**config.mk**
```make
export PLATFORM = sky130hd
export DESIGN_NAME = serial_to_parallel
export DESIGN_NICKNAME = d
export VERILOG_FILES = /design/src/rtl/conway_pkg.sv /design/src/rtl/serial_to_parallel.sv
export SDC_FILE = /design/constraint.sdc
export NUM_CORES = 1
export LEC_CHECK = 0
export ABC_CLOCK_PERIOD_IN_PS = 4110
export BUFFER_PORTS_ARGS = -buffer_cell sky130_fd_sc_hd__buf_4
export CAP_MARGIN = 25
export CORE_MARGIN = 10
export CORE_UTILIZATION = 51
export DETAILED_ROUTE_END_ITERATION = 10
export PLACE_DENSITY = 0.75
export SLEW_MARGIN = 40
export SYNTH_ARGS = -nofsm -noshare
export SYNTH_HDL_FRONTEND = slang
export SYNTH_SLANG_ARGS = --single-unit
```
**constraint.sdc**
```tcl
create_clock -name CLK -period 4.11 [get_ports CLK]
set_input_delay 0.411 -clock CLK [delete_from_list [all_inputs] [get_ports CLK]]
set_output_delay 0.411 -clock CLK [all_outputs]
set_load 0.01 [all_outputs]
```
**src/rtl/conway_pkg.sv**
```systemverilog
// Shared definitions for the serial-to-parallel deserializer: FSM state type,
// default word width and counter sizing helper.
package conway_pkg;

    localparam int DEFAULT_DATA_SIZE = 64;

    typedef enum logic [0:0] {
        IDLE = 1'b0,
        RECV = 1'b1
    } s2p_state_t;

    // Counter must reach data_size-1 without wrapping; one spare bit keeps it simple.
    function automatic int cnt_width(input int n);
        return $clog2(n) + 1;
    endfunction

endpackage

```
**src/rtl/serial_to_parallel.sv**
```systemverilog
// MSB-first serial-to-parallel deserializer with frame sync, valid/ready output
// handshake and a sticky overrun flag for words dropped while the output is full.
module serial_to_parallel
    import conway_pkg::*;
#(
    parameter int data_size = DEFAULT_DATA_SIZE
) (
    input  logic                 CLK,
    input  logic                 RST,
    input  logic                 DATA,
    input  logic                 SHIFT_EN,
    input  logic                 START,
    input  logic                 READY,
    output logic [data_size-1:0] DATA_OUT,
    output logic                 VALID,
    output logic                 BUSY,
    output logic                 OVERRUN
);

    localparam int             CW   = cnt_width(data_size);
    localparam int             SR_W = data_size - 1;
    localparam logic [CW-1:0]  LAST = CW'(data_size - 1);

    // Only data_size-1 bits need holding; the final bit goes straight into the word.
    s2p_state_t            state;
    logic [SR_W-1:0]       sr;
    logic [CW-1:0]         cnt;

    logic [data_size-1:0]  shifted;
    logic                  do_shift;
    logic                  complete;

    assign shifted  = {sr, DATA};
    assign do_shift = (state == RECV) && SHIFT_EN && !START;
    assign complete = do_shift && (cnt == LAST);
    assign BUSY     = (state == RECV);

    always_ff @(posedge CLK or posedge RST) begin
        if (RST) begin
            state <= IDLE;
            sr    <= '0;
            cnt   <= '0;
        end else if (START) begin
            // Frame sync wins over everything; a coincident bit is the first of the new frame.
            state <= RECV;
            sr    <= SHIFT_EN ? SR_W'(DATA) : '0;
            cnt   <= SHIFT_EN ? CW'(1) : '0;
        end else if (do_shift) begin
            if (complete) begin
                state <= IDLE;
                sr    <= '0;
                cnt   <= '0;
            end else begin
                sr    <= shifted[SR_W-1:0];
                cnt   <= cnt + CW'(1);
            end
        end
    end

    always_ff @(posedge CLK or posedge RST) begin
        if (RST) begin
            DATA_OUT <= '0;
            VALID    <= 1'b0;
            OVERRUN  <= 1'b0;
        end else if (complete) begin
            // A handshake on the completing edge frees the slot for the new word.
            if (!VALID || READY) begin
                DATA_OUT <= shifted;
                VALID    <= 1'b1;
            end else begin
                OVERRUN  <= 1'b1;
            end
        end else if (VALID && READY) begin
            VALID <= 1'b0;
        end
    end

endmodule

```
Yosys cells after proc, flatten, opt, wreduce, memory -nomap -nowiden
Index checks and enable logic that the tools add are counted.
- output and inout bits: 67
- word-level logic and storage cells: 38
- bits of input ports: 6
- register bits after elaboration: 137
- add/sub/neg operators: 1
- bitwise gates (word level): 1
- equality and inequality tests: 2
- reduce and logical (&&, ||, !) cells: 14
- muxes and demuxes: 14
- operators by type and width (operator ; number):
    63-bit two-way mux ; 3
    7-bit two-way mux ; 3
    1-bit two-way mux ; 8
    2-bit AND reduction ; 4
    7-bit by 1-bit adder with 7-bit output, second input constant ; 1
    7-bit by 6-bit equality test with 1-bit output, second input constant ; 1
    2-bit nonzero test ; 3
    1-bit logical AND ; 4
    1-bit zero test ; 2
    2-bit by 1-bit inequality test with 1-bit output, second input constant ; 1
    1-bit logical OR ; 1
    1-bit inverter ; 1

Depth between registers and ports, before layout
Gate-level depths: netlist (run 1).
- word-level depth: 6
- mapped depth: 6

Least setup slack after synthesis (run 1)
OpenSTA, ideal clock, no wires.
- kind: reg-to-reg
- start point: register state (netlist: BUSY)
- end point: register DATA_OUT[10]
- setup slack: 2.110 ns
- cell stages (with the launch flop): 6
- data required time: 3.985 ns
- library setup time: 0.125 ns
- data arrival time: 1.876 ns
- buffers on the path: 1
- period minus slack after synthesis: 2.000 ns
- cells stage by stage: dfrtp_1 > nand2_1 > or3_1 > nor3_4 > buf_6 > mux2_2
- cells in the longest elaborated chain, start to end: 4
- RTL lines (item ; line ; text):
    start: declaration ; serial_to_parallel.sv:25 ; s2p_state_t state;
    start signal: assignment ; serial_to_parallel.sv:40 ; state <= IDLE;
    start signal: assignment ; serial_to_parallel.sv:45 ; state <= RECV;
    start signal: assignment ; serial_to_parallel.sv:50 ; state <= IDLE;
    1-bit logical AND (2 in series) ; serial_to_parallel.sv:34 ; assign do_shift = (state == RECV) && SHIFT_EN && !START;
    1-bit logical AND ; serial_to_parallel.sv:35 ; assign complete = do_shift && (cnt == LAST);
    2-bit AND reduction (no line) ; -- ;
    end signal: assignment ; serial_to_parallel.sv:68 ; DATA_OUT <= shifted;
    end: declaration ; serial_to_parallel.sv:14 ; output logic [data_size-1:0] DATA_OUT,
No other way between the ends.
A chain may end at the register's enable or synchronous reset.

Worst setup path after layout (run 1)
- start point: register state (netlist: BUSY)
- end point: register DATA_OUT[59]
Same word-level chain as after synthesis.

==> out/results.txt, run 1 <==
Tmin final = 2.46 ns
Congestion Overflow GR = 0
gp weighted congestion = 0.788
power consumption = 2.86 mW
H-tree depth = 4
vias per cell = 5.54
Synth cell types = 31
setup total negative slack = 0 ns
Post-Syn Nets = 332
gr usage total = 0.148
RSZ-0062 raised after global routing = no
YS warnings = 0
Syn Area/Cell = 15.6 sq um
hpwl dp = 6.26 mm
ant diodes = 0
drt wl/cell = 18.3 microns
Clock Latency Late Sink = 0.52 ns
Layout area overhead = 24.3%
placed cell area = 5750 sq um
fin. max-slew vios = 0
DR vias = 3029
clk slew on worst S/H paths = 0.06 ns
post-route ant nets = 0
number of I/O pins = 73
die height = 120 microns
first-pass GRT wire length = 17.2 mm
Crit path largest cell delay = 0.49 ns
crit-path cells = nand2_1 > or3_1 > nor3_4 > buf_6 > buf_12 > mux2_2
cell leakage power = 3.26 nW
CTS tree = yes
crit path buf inv count = 2
Worst Path Arrival = 2.86 ns
Synth top area share = 0.674
number of synthesized flops with an enable pin = 0
core area = 9730 sq um
number of global-route vias before repair = 3282
row cnt = 36
CTS-repair resized insts = 0
setup bufs post-CTS = 0
cts bufs inserted = 17
antenna violations before repair = 0
Crit. End Element = flop
Initial DRC Count = 191
share of cells above drive strength 1 = 0.413
fin crit share = 0.599
clk_skew = 0.00546 ns
IO buf count = 72
Die ar. = 14400 sq um
crit-path max FO = 48
Hold Path Class = in -> async
startpoint types = flop
Syn Inst Count = 325
Tightest Pin Transition = 0.740 ns
Clock Sinks = 137
Slew HR = 0.505
outcome = finished, final reports clean
leading area contributor after synthesis = dfrtp_1
pwr dens = 453 nW/um^2
WL final = 10.0 mm
Worst IR Drop VDD = 0.285 mV
Initial Utilization = 0.523
Synth area leaders = dfrtp_1, mux2_2, a22o_1
#FFs+latches synth = 137
slowest CP cell = dfrtp_1
# nets final = 410
crit-path leading delay family = simple AND/OR/NAND/NOR gates
ys flop type = dfrtp_1
CTS Hold Bufs = 0
Post-synth ARST share = 1.00
Max-Cap Viols = 0
Seq/Total Area, Yosys = 0.674
worst-case clock buffer depth = 2
Final Cell Area = 6320 sq um
number of remaining DRC errors = 0
die width = 120 microns
Final setup viols = 0
area of the mapped netlist = 5080 sq um
DRT Pass-1 Iters = 4
crit path kind = reg -> reg
Req. time, crit path = 4.51 ns
clk root buf = clkbuf_8
Max Clk Rate = 0.406 GHz
final hold viol count = 0
largest net degree at the start of global routing = 72
==> per-stage QoR <==
step	utilization	hold slack, ns	instances	worst slack [ns]
floorplan	-	0.467	325	0.0312
global placement	0.591	0.442	516	1.52
detailed placement	0.591	0.456	516	1.49
CTS	0.649	0.00634	546	1.47
global route	0.650	0.0375	547	1.52
finish	0.650	0.00116	547	1.65
==> area by class of cell <==
class | instances | area (sq um)
Fill cell | 733 | 3410
Clock inverter | 8 | 96.3
Sequential cell | 137 | 3430
Clock buffer | 22 | 463
Inverter | 2 | 12.5
Multi-Input combinational cell | 166 | 1550
Tap cell | 133 | 166
Timing Repair Buffer | 79 | 609
==> synth_stat cells (3+ instances only) <==
cell and number:
a22o_1 63, buf_6 6, mux2_1 5, nand2_1 7, clkbuf_1 13, xor2_1 3
mux2_2 59, dfrtp_1 137, nor2_1 3, nor3_1 3
==> cell families (layout without fill, tap and decap cells) <==
family	Yosys count	in the layout	synth area share
DFF	137	137	0.674
AOI/OAI and AO/OA	73	73	0.123
muxes	64	64	0.142
and+or+nand+nor	25	25	0.0278
buffers and inverters	22	111	0.0253
xor gates and xnor gates	3	3	0.00517
adders and majority gates	1	1	0.00246
==> state kept, by name, indices dropped and copies added (netlist names) <==
signal / flops
OVERRUN: 1
BUSY: 1
cnt: 7
VALID: 1
sr: 63
DATA_OUT: 64
==> path summary, 6_finish.rpt <==
kind	from	to	slack (ns)	cells after the start
max reg2reg	BUSY$_DFFE_PP0P_	DATA_OUT[59]$_DFFE_PP0P_	1.65	6
max in group asynchronous	RST	sr[16]$_DFFE_PP0P_	3.24	3
min	RST	DATA_OUT[43]$_DFFE_PP0P_	0.001	2
min in group CLK	DATA	DATA_OUT[0]$_DFFE_PP0P_	0.13	2
min reg2reg	OVERRUN$_DFFE_PP0P_	OVERRUN$_DFFE_PP0P_	0.48	1
max	BUSY$_DFFE_PP0P_	DATA_OUT[59]$_DFFE_PP0P_	1.65	6
==> report_power, final <==
group	total, mW	switching (mW)	internal, mW
Clock	1.43	0.531	0.900
Sequential	1.36	0.00593	1.35
Combinational	0.0701	0.0553	0.0148
==> metal layers <==
metal	wire, microns	track usage	up-vias
li1	-	-	1365
met1	4560	0.196	1569
met2	4630	0.215	79
met3	696	0.0595	16
met4	135	0.0566	0
met5	0	0	-
==> layout by cell type, fill, tap and decap left out, types with 2 or more instances in the layout <==
master,count
dfrtp_1,137
buf_4,77
a22o_1,63
mux2_2,59
clkbuf_16,16
nand2_1,7
mux2_1,5
clkbuf_8,4
clkinv_2,4
nor2_1,3
xor2_1,3
nor3_1,3
nand3_1,2
o211ai_1,2
a21o_1,2
nand4_1,2
clkbuf_1,2
bufinv_16,2
==> worst register-to-register path: stages, from the launching register on <==
cell and delay, ns:
dfrtp_1 0.49, nand2_1 0.20, or3_1 0.40, nor3_4 0.35, buf_6 0.22, buf_12 0.26
mux2_2 0.41
No activity file was read; power rests on OpenSTA's default activity.
==> run 2, diff against run 1 <==
--- a/config.mk
+++ b/config.mk
@@ -5,7 +5,7 @@
 export SDC_FILE = /design/constraint.sdc
 export NUM_CORES = 1
 export LEC_CHECK = 0
-export ABC_CLOCK_PERIOD_IN_PS = 4110
+export ABC_CLOCK_PERIOD_IN_PS = 2000
 export BUFFER_PORTS_ARGS = -buffer_cell sky130_fd_sc_hd__buf_4
 export CAP_MARGIN = 25
 export CORE_MARGIN = 10
==> constraint.sdc (replaced) <==
create_clock -name CLK -period 2 [get_ports CLK]
set_input_delay 0.2 -clock CLK [delete_from_list [all_inputs] [get_ports CLK]]
set_output_delay 0.2 -clock CLK [all_outputs]
set_load 0.01 [all_outputs]
==> out/results.txt, run 2 (synthesized netlist as in run 1, its figures left out) <==
Layout area overhead = 29.1%
antenna violations before repair = 0 (unchanged)
Tightest Pin Transition = 0.504 ns (-0.236 ns)
slowest CP cell = dlygate4sd3_1
fin. max-slew vios = 0 (unchanged)
share of cells above drive strength 1 = 0.424 (+0.0105)
crit path kind = in -> reg
number of global-route vias before repair = 3272 (-0.30%)
Top reg by flops = DATA_OUT
Worst IR Drop VDD = 0.600 mV (+110%)
crit-path max FO = 41 (-15%)
dpl ws = 0.0738 ns (-1.42 ns)
# nets final = 419 (+2.2%)
Crit. End Element = flop
WL final = 9.99 mm (-0.29%)
fill count = 717 (-2.2%)
number of remaining DRC errors = 0 (unchanged)
Worst Path Arrival = 2.26 ns (-0.60 ns)
outcome = finished, final reports clean
crit-path cells = dlygate4sd3_1 > buf_4 > nand2_1 > or3_1 > nor3_4 > buf_12 > mux2_2
register-to-register setup slack = 0.14 ns (-1.51 ns)
Crit path largest cell delay = 0.54 ns (+0.05 ns)
Worst Hold Endpoint = OVERRUN$_DFFE_PP0P_
Die ar. = 14400 sq um (unchanged)
clk root buf = clkbuf_8
setup total negative slack = 0 ns (unchanged)
Tmin final = 1.87 ns
final hold viol count = 0 (unchanged)
Highest Signal Layer = met4
RR Startpoint = cnt[6]$_DFFE_PP0P_
Initial Utilization = 0.523 (unchanged)
die width = 120 microns (unchanged)
pwr dens = 983 nW/um^2 (+120%)
Worst Hold Depth = 3
CTS tree = yes
worst-case clock buffer depth = 2 (unchanged)
Max Clk Rate = 0.535 GHz
clk slew on worst S/H paths = 0.06 ns (about the same)
setup bufs post-CTS = 0 (unchanged)
Max-Cap Viols = 0 (unchanged)
Hold Path Class = in -> reg
RSZ-0062 raised after global routing = no
placed cell area = 5850 sq um (+1.8%)
row cnt = 36 (unchanged)
top flop regs = DATA_OUT: 64 flops, sr: 63 flops, cnt: 7 flops
vias per cell = 5.52 (-0.35%)
Detail Route met2 WL = 4.74 mm (+2.5%)
H-tree depth = 4 (unchanged)
Slew HR = 0.663 (+0.157)
met3 wire length = 536 microns (-23%)
final setup margin = 0.132 ns (-1.52 ns)
Clock Latency Late Sink = 0.51 ns (about the same)
clk_skew = 0.00972 ns (+0.00426 ns)
M1 WL = 4.60 mm (+0.86%)
die height = 120 microns (unchanged)
gp weighted congestion = 0.808 (+2.5%)
max reg flops = 64 (unchanged)
post-route ant nets = 0 (unchanged)
crit-path leading delay family = buffers and inverters
Final Cell Area = 6560 sq um (+3.8%)
highest-count cells in the layout ignoring fill and taps = dfrtp_1, buf_4, a22o_1
fin crit share = 0.934
Req. time, crit path = 2.39 ns (-2.12 ns)
first-pass GRT wire length = 17.0 mm (-1.4%)
cell leakage power = 3.37 nW (+3.4%)
ant diodes = 0 (unchanged)
worst min-delay path startpoint = READY
Congestion Overflow GR = 0 (unchanged)
Final setup viols = 0 (unchanged)
Clock Sinks = 137 (unchanged)
worst r2r path cells = 4 (-2)
largest net degree at the start of global routing = 65 (-9.7%)
FF-to-FF End = DATA_OUT[21]$_DFFE_PP0P_
drt wl/cell = 17.9 microns (-2.3%)
IO buf count = 72 (unchanged)
hpwl dp = 6.42 mm (+2.5%)
Initial DRC Count = 236 (+24%)
gr usage total = 0.146 (-0.00210)
DRT Pass-1 Iters = 4 (unchanged)
DR vias = 3079 (+1.7%)
crit path buf inv count = 3 (+1)
startpoint types = input pin
cts bufs inserted = 17 (unchanged)
core area = 9730 sq um (unchanged)
most common cell after layout, fill and taps aside = dfrtp_1
number of I/O pins = 73 (unchanged)
run 2: cell count changes in the layout (fill, tap and decap cells not counted):
cell,before,now
buf_12,1,5
bufinv_16,2,6
dlygate4sd3_1,0,3
buf_4,77,79
clkinv_2,4,2
clkinv_4,1,3
clkbuf_1,2,1
inv_6,1,0
run 2: worst max-delay path by stage:
stage | slack (ns) | endpoint | startpoint | cells after the start
floorplan | -0.0002 | DATA_OUT[10]$_DFFE_PP0P_ | BUSY$_DFFE_PP0P_ | 5
global placement | 0.15 | DATA_OUT[41]$_DFFE_PP0P_ | cnt[1]$_DFFE_PP0P_ | 5
finish | 0.13 | DATA_OUT[21]$_DFFE_PP0P_ | SHIFT_EN | 7
global route | 0.03 | DATA_OUT[29]$_DFFE_PP0P_ | cnt[1]$_DFFE_PP0P_ | 5
CTS | 0.05 | DATA_OUT[46]$_DFFE_PP0P_ | cnt[1]$_DFFE_PP0P_ | 5
detailed placement | 0.07 | DATA_OUT[59]$_DFFE_PP0P_ | cnt[1]$_DFFE_PP0P_ | 5
run 2: what timing repair did:
action / in CTS / in global routing
endpoints found under the hold margin: 18 / 0
setup endpoints to repair: 0 / 23
resized for setup: 0 / 1
hold buffers: 3 / 0
run 2: where the power goes:
group	internal (mW)	switching [mW]	leakage, nW
combinational	0.0514	0.121	1.13
sequential	2.78	0.00962	1.90
clock	2.38	1.11	0.332
run 2: routing by layer:
layer,up-vias,global-route usage
li1,1388,-
met1,1607,0.188
met2,74,0.219
met3,10,0.0511
met4,0,0.0633
met5,-,0
run 2: through the flow:
step | power, mW | hold WS [ns] | cells | utilization
final | 6.45 | 0.0606 | 558 | 0.675
after global routing | 6.66 | 0.0441 | 558 | 0.675
after CTS | 6.53 | 0.0281 | 558 | 0.674
after detailed placement | 3.01 | 0.228 | 523 | 0.602
after global placement | 3.01 | 0.220 | 523 | 0.602
after floorplan | 2.94 | 0.344 | 325 | -
run 2: layout make-up:
type | instances | area [sq um] | share of cell area
Sequential cell | 137 | 3430 | 0.522
Multi-Input combinational cell | 166 | 1550 | 0.236
Timing Repair Buffer | 88 | 734 | 0.112
Clock buffer | 21 | 459 | 0.0700
Clock inverter | 11 | 216 | 0.0330
Tap cell | 133 | 166 | 0.0254
Inverter | 2 | 11.3 | 0.00172
run 2: worst min-delay path: cells and delay by family:
family                 cells  cell delay (ns)
AO/OA/AOI/OAI              1             0.17
buffers and inverters      1             0.08
AND/OR/NAND/NOR            1             0.09
